File: config.mk
export PLATFORM = sky130hd
export DESIGN_NAME = instr_fetch_unit
export DESIGN_NICKNAME = d
export VERILOG_FILES = /design/src/rtl/instr_fetch_unit.sv
export SDC_FILE = /design/constraint.sdc
export NUM_CORES = 1
export LEC_CHECK = 0
export CORE_ASPECT_RATIO = 0.7
export CORE_MARGIN = 5
export CORE_UTILIZATION = 45
export CTS_BUF_LIST = sky130_fd_sc_hd__clkbuf_4
export CTS_CLUSTER_SIZE = 24
export DETAILED_ROUTE_END_ITERATION = 8
export PLACE_DENSITY_LB_ADDON = 0.1
export SLEW_MARGIN = 0
export SYNTH_ARGS = -nofsm -noshare
export SYNTH_HDL_FRONTEND = slang
export SYNTH_SLANG_ARGS = --single-unit
export TNS_END_PERCENT = 5
File: constraint.sdc
create_clock -name clk -period 3.8 [get_ports clk]
set_input_delay 0.76 -clock clk [delete_from_list [all_inputs] [get_ports clk]]
set_output_delay 0.76 -clock clk [all_outputs]
set_load 0.05 [all_outputs]
File: src/rtl/instr_fetch_unit.sv
// -----------------------------------------------------------------------------
// instr_fetch_unit
//
// Holds the program counter, the instruction register (IR) and the operand
// word (imm) of the 16-bit CPU. It sits between the instruction ROM and the
// control-signal FSM. The IR is split into the fields the FSM and the
// operand loaders use.
//
// Strobe semantics: the control FSM drives single-cycle level strobes. There
// is no valid/ready handshake. A strobe acts on the rising clock edge that
// ends the cycle in which it is high, and only while en=1. A capture needs
// both ins_load and pc_load. ins_load alone is the FSM's default branch and
// does nothing.
//
// Ports:
//   clk            system clock, rising edge
//   rst            synchronous active-high reset (overrides en)
//   en             fetch enable; 0 freezes all state
//   ins_load       capture request
//   pc_load        capture qualifier (capture = ins_load & pc_load)
//   pc_inc         advance pc by one (modulo 2^ADDR_W)
//   rom_addr       ROM address, combinationally equal to pc
//   rom_data       ROM word at rom_addr
//   pc             current program counter
//   opcode         IR[15:12]
//   op1_addr       IR[11:9]
//   op2_addr       IR[8:6]
//   imm            second word of a two-word instruction
//   imm_valid      imm belongs to the instruction currently in IR
//   byte2_pending  the next capture loads imm instead of IR
//   illegal        IR opcode is 1110 or 1111
//   pc_wrap        one-cycle pulse after pc wraps from all-ones to zero
// -----------------------------------------------------------------------------
module instr_fetch_unit #(
  parameter int ADDR_W   = 8,
  parameter int DATA_W   = 16,  // the field map below assumes 16
  parameter int RESET_PC = 0
) (
  input  logic              clk,
  input  logic              rst,
  input  logic              en,
  input  logic              ins_load,
  input  logic              pc_load,
  input  logic              pc_inc,
  output logic [ADDR_W-1:0] rom_addr,
  input  logic [DATA_W-1:0] rom_data,
  output logic [ADDR_W-1:0] pc,
  output logic [3:0]        opcode,
  output logic [2:0]        op1_addr,
  output logic [2:0]        op2_addr,
  output logic [DATA_W-1:0] imm,
  output logic              imm_valid,
  output logic              byte2_pending,
  output logic              illegal,
  output logic              pc_wrap
);

  localparam logic [3:0] OP_MVI = 4'b1100;
  localparam logic [3:0] OP_LDA = 4'b1101;

  logic [DATA_W-1:0] ir;
  logic              do_capture;
  logic              do_inc;
  logic              two_word_op;
  logic              set_pending;

  // Qualified strobes. en gates everything, so the FSM's disabled pattern
  // (pc_inc=1, pc_load=1) cannot move the PC.
  assign do_capture = en & ins_load & pc_load;
  assign do_inc     = en & pc_inc;

  assign two_word_op = (ir[15:12] == OP_MVI) || (ir[15:12] == OP_LDA);

  // These inputs are register values, so they still show the pre-capture
  // IR/imm_valid when a capture and an increment share a cycle.
  // imm_valid=1 stops a second increment after the operand fetch from
  // re-arming the pending flag.
  assign set_pending = do_inc & ~byte2_pending & ~imm_valid & two_word_op;

  always_ff @(posedge clk) begin
    if (rst) begin
      pc            <= ADDR_W'(RESET_PC);
      ir            <= '0;
      imm           <= '0;
      imm_valid     <= 1'b0;
      byte2_pending <= 1'b0;
      pc_wrap       <= 1'b0;
    end else begin
      pc_wrap <= 1'b0;

      if (do_capture) begin
        if (byte2_pending) begin
          imm           <= rom_data;
          imm_valid     <= 1'b1;
          byte2_pending <= 1'b0;
        end else begin
          ir        <= rom_data;
          imm_valid <= 1'b0;
        end
      end

      // When set_pending is true, byte2_pending is 0. A capture in the
      // same cycle therefore only loads IR and never clears the flag, so
      // the two assignments to byte2_pending cannot conflict.
      if (set_pending) begin
        byte2_pending <= 1'b1;
      end

      if (do_inc) begin
        pc      <= pc + 1'b1;
        pc_wrap <= (pc == {ADDR_W{1'b1}});
      end
    end
  end

  // The capture uses the pre-increment pc because rom_addr is the register
  // value itself.
  assign rom_addr = pc;

  // Field decode straight from IR, with no added latency.
  assign opcode   = ir[15:12];
  assign op1_addr = ir[11:9];
  assign op2_addr = ir[8:6];
  assign illegal  = (ir[15:13] == 3'b111);

endmodule

==> impl_metrics.toml, run 1 <==
[run_status]
status = "finished clean"

[clock_network]
post_cts_buffers = 0
cts_buffers = 5
clk_pin_slew_ps = 110
cts-root-buf = "clkbuf_4"
clk_latency_ps = 350
cts_sinks = 37
cts_hold_buffers = 0
cts_max_level = 2
cts_max_path_buffers = 2
cts_resized = 0
cts_tree = "built"

[place]
hpwlAfterDp_um = 2761
place.gp.congestion = 0.8149
pre_cts_ws_ps = 1235
port_buffers = 67

[pwr]
p_leak_nw = 0.7140
powerDensity_nw_per_um2 = 347.6
ir_drop_mv = 0.2453

[grt]
grt_max_degree = 38
use_met1 = 0.2354
grt_pass1_vias = 1338
track_usage = 0.1807
grt_busiest_layer = "met2"
grt_overflow = 0
grt_util_met3 = 0.05363
antenna_found_initial = 0
grt_pass1_wl_um = 6375
use_met2 = 0.2771

[synth]
yosys_warnings = 0
synth_seq_area_share = 0.5090
synth_top_area_share = 0.5090
postSynthCellCount = 177
async_flop_share = 0
ys_types = 27
synth-edff-count = 0
yosys.area.top_type = "dfxtp_1"
synth_nets = 200
synth-main-ff-cell = "dfxtp_1"
mappedNetlistArea_um2 = 1455
ys_ff_latch = 37
netlist_top_cells_area = "dfxtp_1 51%, nand2_1 14%, a21oi_1 11%"
avgSynthCellArea_um2 = 8.221

[sta]
worst_slack_ps = 1301
finalSetupViolations = 0
slew_headroom = 0.5723
fin_crit_sh = 0.6577
rsz0062_at_grt = "no"
holdWs_ps = 461.6
final_max_slew_viol_count = 0
skew_ps = 6.912
fmax_mhz = 400.1
worst_pin_slew_ps = 639.7
setup_tns_ps = 0
min_period_ps = 2499
hold_violations = 0

[setup_path]
start_kind = "flop"
cp_max_fo = 4
crit_type = "flop to output pin"
worst_ep_arrival_time_ps = 1740
timing.rr.start = "pc[0]"
cpMaxStageDelayCell = "clkdlybuf4s50_1"
cp_top_family = "buffers and inverters"
endpoint_kind = "output pin"
worst-path-buf-inv = 1
worstReg2RegEnd = "pc[6]"
cp.required_ps = 3040
cp_slowest_stage_delay_ps = 810
reg2reg_depth = 4
rrSetupSlack_ps = 2330
path_cells = "and3_1 > clkdlybuf4s50_1"

[routing]
routedWlPerCell_um = 13.95
first_pass_iters = 4
num_vias = 1410
ant_nets = 0
drt_wl_total_um = 3821
drc = 0
via_per_inst = 5.146
drt_iter0_drc = 79

[final_layout]
fill_cells = 257
final_nets = 258
multi_input_area_um2 = 604.3
final_util = 0.6899
final_cell_mix = "67 x clkdlybuf4s50_1, 55 x nand2_1, 37 x dfxtp_1"
final_common_cell = "clkdlybuf4s50_1"
seqCellArea_um2 = 740.7
syn_to_final_growth_pct = 48.24
diodes = 0
drive_gt1_frac = 0.04237

[floorplan]
core_um2 = 3127
fp.dieW_um = 77.97
row_count = 17
start_util = 0.4654
dieArea_um2 = 4489
dieHeight_um = 57.58
ios = 68

[run]
maxCapViolations = 0

[hold_path]
hold_depth = 2
hold_path.class = "flop to flop"
hold_path_end = "imm[2]"
min_from = "imm[2]"
-- kinds of logic (layout without fill, tap and decap cells) --
family / after synthesis / after routing / synth area share
fa+ha+maj: 1 / 1 / 0.008597
simple gates: 79 / 79 / 0.2562
flops: 37 / 37 / 0.5090
buf+inv: 19 / 78 / 0.07566
compound gates: 39 / 39 / 0.1384
xor+xnor: 2 / 2 / 0.01204
-- worst reg2reg max path, cell delays in order (launching register included) --
cell     delay [ps]
dfxtp_1         460
ha_1            210
nand4_1         200
or3_1           400
a21oi_1         140
-- worst max-delay path by stage --
| stage | from | endpoint | slack, ps | cells past startpoint |
|---|---|---|---|---|
| final | ir[14] | illegal | 1300 | 2 |
| after global routing | ir[13] | illegal | 1230 | 2 |
| after CTS | ir[13] | illegal | 1290 | 2 |
| after detailed placement | en | imm[13] | 1230 | 4 |
| after global placement | en | imm[14] | 1300 | 4 |
| after floorplan | ir[13] | illegal | 1850 | 1 |
-- state kept, by name, summed over array words and instances, names as in the netlist --
signal	cells
imm_valid	1
byte2_pending	1
pc_wrap	1
pc	8
ir	10
imm	16
-- metal layers --
metal,up-vias,part of all wire
met3,8,0.087
met2,51,0.44
met4,0,0.018
met1,643,0.46
met5,-,0
li1,708,-
-- Yosys cell counts, types with 2 or more instances --
cell      number
nand2_1       55
dfxtp_1       37
a21oi_1       33
buf_4          9
buf_2          4
clkbuf_1       4
nand3_1        4
nand4_1        3
nor2_1         3
o21ai_0        3
inv_1          2
nor3_1         2
o31ai_1        2
or3_1          2
or4_1          2
-- per-stage QoR --
step,std cells,cell area (µm²),total power [W]
after detailed placement,266,2078,0.0004855
after global placement,266,2078,0.0004839
after CTS,274,2157,0.0007546
after floorplan,177,1455,0.0004460
after global routing,274,2157,0.0007823
final,274,2157,0.0007499
-- area by class of cell --
type / instances / area share
well taps: 38 / 0.02204
repair buffers: 68 / 0.3144
clock buffers: 6 / 0.02088
flip-flops and latches: 37 / 0.3434
multi-input cells: 121 / 0.2802
inverters: 2 / 0.003480
clock inverters: 2 / 0.01566
-- power breakdown --
group           total, W  leakage, nW  switching, W  internal, W
logic          0.0000797        0.372     0.0000454    0.0000343
registers       0.000397        0.299    0.00000454     0.000392
clock network   0.000273       0.0433      0.000129     0.000144
total           0.000750        0.714      0.000179     0.000571
Note: power is estimated with default switching activity, not from simulation.
==> run 2, diff against run 1 <==
--- a/config.mk
+++ b/config.mk
@@ -7,7 +7,7 @@
 export LEC_CHECK = 0
 export CORE_ASPECT_RATIO = 0.7
 export CORE_MARGIN = 5
-export CORE_UTILIZATION = 45
+export CORE_UTILIZATION = 42
 export CTS_BUF_LIST = sky130_fd_sc_hd__clkbuf_4
 export CTS_CLUSTER_SIZE = 24
 export DETAILED_ROUTE_END_ITERATION = 8
==> constraint.sdc (replaced) <==
create_clock -name clk -period 2.5 [get_ports clk]
set_input_delay 0.5 -clock clk [delete_from_list [all_inputs] [get_ports clk]]
set_output_delay 0.5 -clock clk [all_outputs]
set_load 0.05 [all_outputs]
==> run 2 against run 1 <==
Against the previous run:
- flip-flop and latch count unchanged
- critical path depth unchanged
- final cell count up 4.0%
- total power up 52%
- first-iteration DRC count up 20%
- sequential share of layout area down 0.41 points
- highest routed layer unchanged
==> impl_metrics.toml, run 2 (synthesis gave the netlist of run 1 again) <==
[run_status]
status = "finished clean"

[setup_path]
cp_max_fo = 4
endpoint_kind = "output pin"
cp.required_ps = 2000
crit_type = "flop to output pin"
start_kind = "flop"
worst_ep_arrival_time_ps = 1730

[final_layout]
fill_cells = 257
syn_to_final_growth_pct = 50.04
final_common_cell = "clkdlybuf4s50_1"
final_nets = 260
largest_register_ffs = 16
largest_register = "imm"
drive_gt1_frac = 0.05042
stdcell_count = 285
reg_top3 = "imm: 16 flops, ir: 10 flops, pc: 8 flops"
final_cell_mix = "67 x clkdlybuf4s50_1, 55 x nand2_1, 37 x dfxtp_1"
diodes = 0
final_util = 0.6753

[routing]
first_pass_iters = 4
num_vias = 1425
routedWlPerCell_um = 13.92
ant_nets = 0
drc = 0
drt_wl_total_um = 3966
drt_iter0_drc = 95
via_per_inst = 5.000

[floorplan]
dieArea_um2 = 4760
dieHeight_um = 59.25
ios = 68
row_count = 17
fp.dieW_um = 80.35
start_util = 0.4501
core_um2 = 3233

[sta]
setup_tns_ps = 0
final_max_slew_viol_count = 0
skew_ps = 6.518
finalSetupViolations = 0
hold_violations = 0
min_period_ps = 2234
slew_headroom = 0.6450
rsz0062_at_grt = "no"
fin_crit_sh = 0.8935
worst_pin_slew_ps = 530.8
fmax_mhz = 447.7
holdWs_ps = 459.8

[pwr]
ir_drop_mv = 0.3945
p_leak_nw = 0.7236
powerDensity_nw_per_um2 = 523.1

[clock_network]
cts-root-buf = "clkbuf_4"
cts_resized = 0
cts_hold_buffers = 0
cts_sinks = 37
cts_tree = "built"
cts_max_path_buffers = 2
post_cts_buffers = 0
cts_max_level = 2
cts_buffers = 5
clk_pin_slew_ps = 110
clk_latency_ps = 340

[grt]
track_usage = 0.1773
grt_pass1_wl_um = 6430
grt_max_degree = 38
grt_overflow = 0
antenna_found_initial = 0
grt_pass1_vias = 1325

[place]
place.gp.congestion = 0.7459
port_buffers = 67
hpwlAfterDp_um = 2870
dp_cells = 277

[run]
maxCapViolations = 0

[hold_path]
hold_path.class = "flop to flop"
## run 2: path summary, 6_finish.rpt
check | from | endpoint | slack [ps] | cells after the start
worst min register to register | imm[7] | imm[7] | 460 | 2
worst min-delay path | imm[7] | imm[7] | 460 | 2
worst max register to register | pc[0] | pc[6] | 990 | 4
worst max-delay path | ir[13] | illegal | 270 | 2
## run 2: metrics by stage
stage               instance area (µm²)  setup slack [ps]   power, W
global route                       2183             172.5   0.001193
CTS                                2183             255.9   0.001152
floorplan                          1455             805.9  0.0006779
finish                             2183             266.3   0.001142
detailed placement                 2105             364.4  0.0007375
global placement                   2105             462.2  0.0007357
## run 2: power by group
group          internal [W]  switching (W)  total, W  leakage, nW
Clock              0.000219       0.000199  0.000417       0.0433
Combinational     0.0000522      0.0000680  0.000120        0.381
Sequential         0.000597     0.00000772  0.000604        0.299
Total              0.000868       0.000274   0.00114        0.724
## run 2: metal layers
metal  up-vias  share of wire  routed length, µm  GRT usage
met3        10          0.063                249    0.05775
met4         0          0.022                 87    0.08434
li1        710              -                  -          -
met2        42           0.46               1805     0.2724
met5         -              0                  0          0
met1       663           0.46               1823     0.2258
## run 2: worst max-delay path: stages (launching register included)
cell and delay, ps:
dfxtp_1 410, and3_1 170, clkdlybuf4s50_1 800
## run 2: cell type report
cell class | count | area, µm² | share of cell area
multi-input combinational | 121 | 604.3 | 0.2768
clock buffer | 6 | 45.04 | 0.02063
clock inverter | 2 | 33.78 | 0.01547
inverter | 2 | 7.507 | 0.003438
sequential | 37 | 740.7 | 0.3393
timing repair buffer | 70 | 693.2 | 0.3175
tap | 47 | 58.81 | 0.02693
==> run 3, diff against run 2 <==
--- a/config.mk
+++ b/config.mk
@@ -6,7 +6,7 @@
 export NUM_CORES = 1
 export LEC_CHECK = 0
 export CORE_ASPECT_RATIO = 0.7
-export CORE_MARGIN = 5
+export CORE_MARGIN = 1.5
 export CORE_UTILIZATION = 42
 export CTS_BUF_LIST = sky130_fd_sc_hd__clkbuf_4
 export CTS_CLUSTER_SIZE = 24
==> run 3 against run 2 <==
Against the previous run:
- via count hardly changed
- count of clock-buffer cells in the layout stayed put
- critical path depth stayed put
- largest power group unchanged
- non-clock buffer count stayed put
- cell area is 1.4% lower
- flip-flop and latch count stayed put
- maximum frequency is 0.29% higher
- clock power is 30% lower
- hold slack hardly changed
- register-to-register slack hardly changed
- combinational power hardly changed
- clock skew is 1.1 ps lower
==> impl_metrics.toml, run 3 (synthesis gave the netlist of run 1 again) <==
[run_status]
status = "finished clean"

[final_layout]
diodes = 0
largest_register_ffs = 16
final_nets = 260
final_cell_area_um2 = 2153
drive_gt1_frac = 0.04641
final_cell_mix = "67 x clkdlybuf4s50_1, 55 x nand2_1, 37 x dfxtp_1"
stdcell_count = 284
syn_to_final_growth_pct = 47.98
reg_top3 = "imm: 16 flops, ir: 10 flops, pc: 8 flops"
largest_register = "imm"
final_common_cell = "clkdlybuf4s50_1"

[setup_path]
crit_type = "flop to output pin"
worst_ep_arrival_time_ps = 1730
cp_max_fo = 4
cp_slowest_stage_delay_ps = 800
start_kind = "flop"
worst-path-buf-inv = 1
cp.required_ps = 2000
cp_top_family = "buffers and inverters"
cpMaxStageDelayCell = "clkdlybuf4s50_1"
rrSetupSlack_ps = 990
endpoint_kind = "output pin"
path_cells = "and3_1 > clkdlybuf4s50_1"

[sta]
final_max_slew_viol_count = 0
setup_tns_ps = 0
skew_ps = 5.400
fin_crit_sh = 0.8909
worst_slack_ps = 272.8
rsz0062_at_grt = "no"
finalSetupViolations = 0
hold_violations = 0
min_period_ps = 2227
slew_headroom = 0.6494
worst_pin_slew_ps = 524.2
fmax_mhz = 449.0
holdWs_ps = 460.3

[clock_network]
cts_hold_buffers = 0
cts_buffers = 5
cts_max_path_buffers = 2
cts-root-buf = "clkbuf_4"
cts_sinks = 37
cts_tree = "built"
clk_latency_ps = 330
cts_resized = 0
clk_pin_slew_ps = 100
post_cts_buffers = 0
cts_max_level = 2

[routing]
drt_wl_total_um = 3763
routedWlPerCell_um = 13.25
num_vias = 1424
drt_iter0_drc = 54
drc = 0
ant_nets = 0
first_pass_iters = 4
via_per_inst = 5.014

[place]
place.gp.congestion = 0.7957
dp_cells = 277
hpwlAfterDp_um = 2752
dpl-instance-area_um2 = 2105
pre_cts_ws_ps = 395.5
port_buffers = 67

[floorplan]
dieHeight_um = 52.25
ios = 68
start_util = 0.4501
row_count = 17
core_um2 = 3233
fp.dieW_um = 73.35
dieArea_um2 = 3832

[grt]
grt_pass1_wl_um = 5754
antenna_found_initial = 0
grt_overflow = 0
use_met1 = 0.2623
grt_pass1_vias = 1279
grt_max_degree = 38
grt_util_met3 = 0.06154
grt_busiest_layer = "met2"
track_usage = 0.2023
use_met2 = 0.3152

[run]
maxCapViolations = 0

[pwr]
powerDensity_nw_per_um2 = 473.1
pwr-share-comb = 0.119
p_sw_w = 0.0002569
clkPwrFrac = 0.288
p_leak_nw = 0.7095
netSwitchingFraction = 0.2522
p_int_w = 0.0007618
ir_drop_mv = 0.2974
p_seq_frac = 0.594

[hold_path]
hold_path.class = "flop to flop"
## run 3: cell count changes in the layout (fill, tap and decap cells not counted)
| cell | delta |
|---|---|
| bufinv_16 | -1 |
## run 3: cell type report
cell class | instances | area [µm²]
inverters | 2 | 7.507
well taps | 47 | 58.81
fillers | 259 | 1080
flip-flops and latches | 37 | 740.7
multi-input cells | 121 | 604.3
repair buffers | 70 | 693.2
clock inverters | 1 | 3.754
clock buffers | 6 | 45.04
## run 3: worst min-delay path, cell delays in order, from the launching register on
cell     delay, ps
dfxtp_1        320
nand2_1         50
a21oi_1         50
## run 3: power groups by stage
stage	Clock [W]	Sequential, W	Combinational [W]
after global routing	0.000329	0.000606	0.000127
final	0.000293	0.000605	0.000121
after CTS	0.000307	0.000605	0.000121
after detailed placement	0	0.000618	0.000120
after global placement	0	0.000618	0.000118
after floorplan	0	0.000642	0.0000359
## run 3: per-stage QoR
stage	power, W	utilization
floorplan	0.0006779	-
global placement	0.0007354	0.6509
detailed placement	0.0007386	0.6509
CTS	0.001033	0.6660
global route	0.001062	0.6660
finish	0.001019	0.6660
## run 3: path summary, 6_finish.rpt
kind                            startpoint      end  cells past startpoint
worst max-delay path                ir[13]  illegal                      2
worst min-delay path               imm[10]  imm[10]                      2
worst max register to register       pc[0]    pc[6]                      4
worst min register to register     imm[10]  imm[10]                      2
## run 3: routing by layer
metal	vias to the layer above	share of wire
li1	714	-
met1	648	0.46
met2	55	0.46
met3	7	0.069
met4	0	0.012
met5	-	0
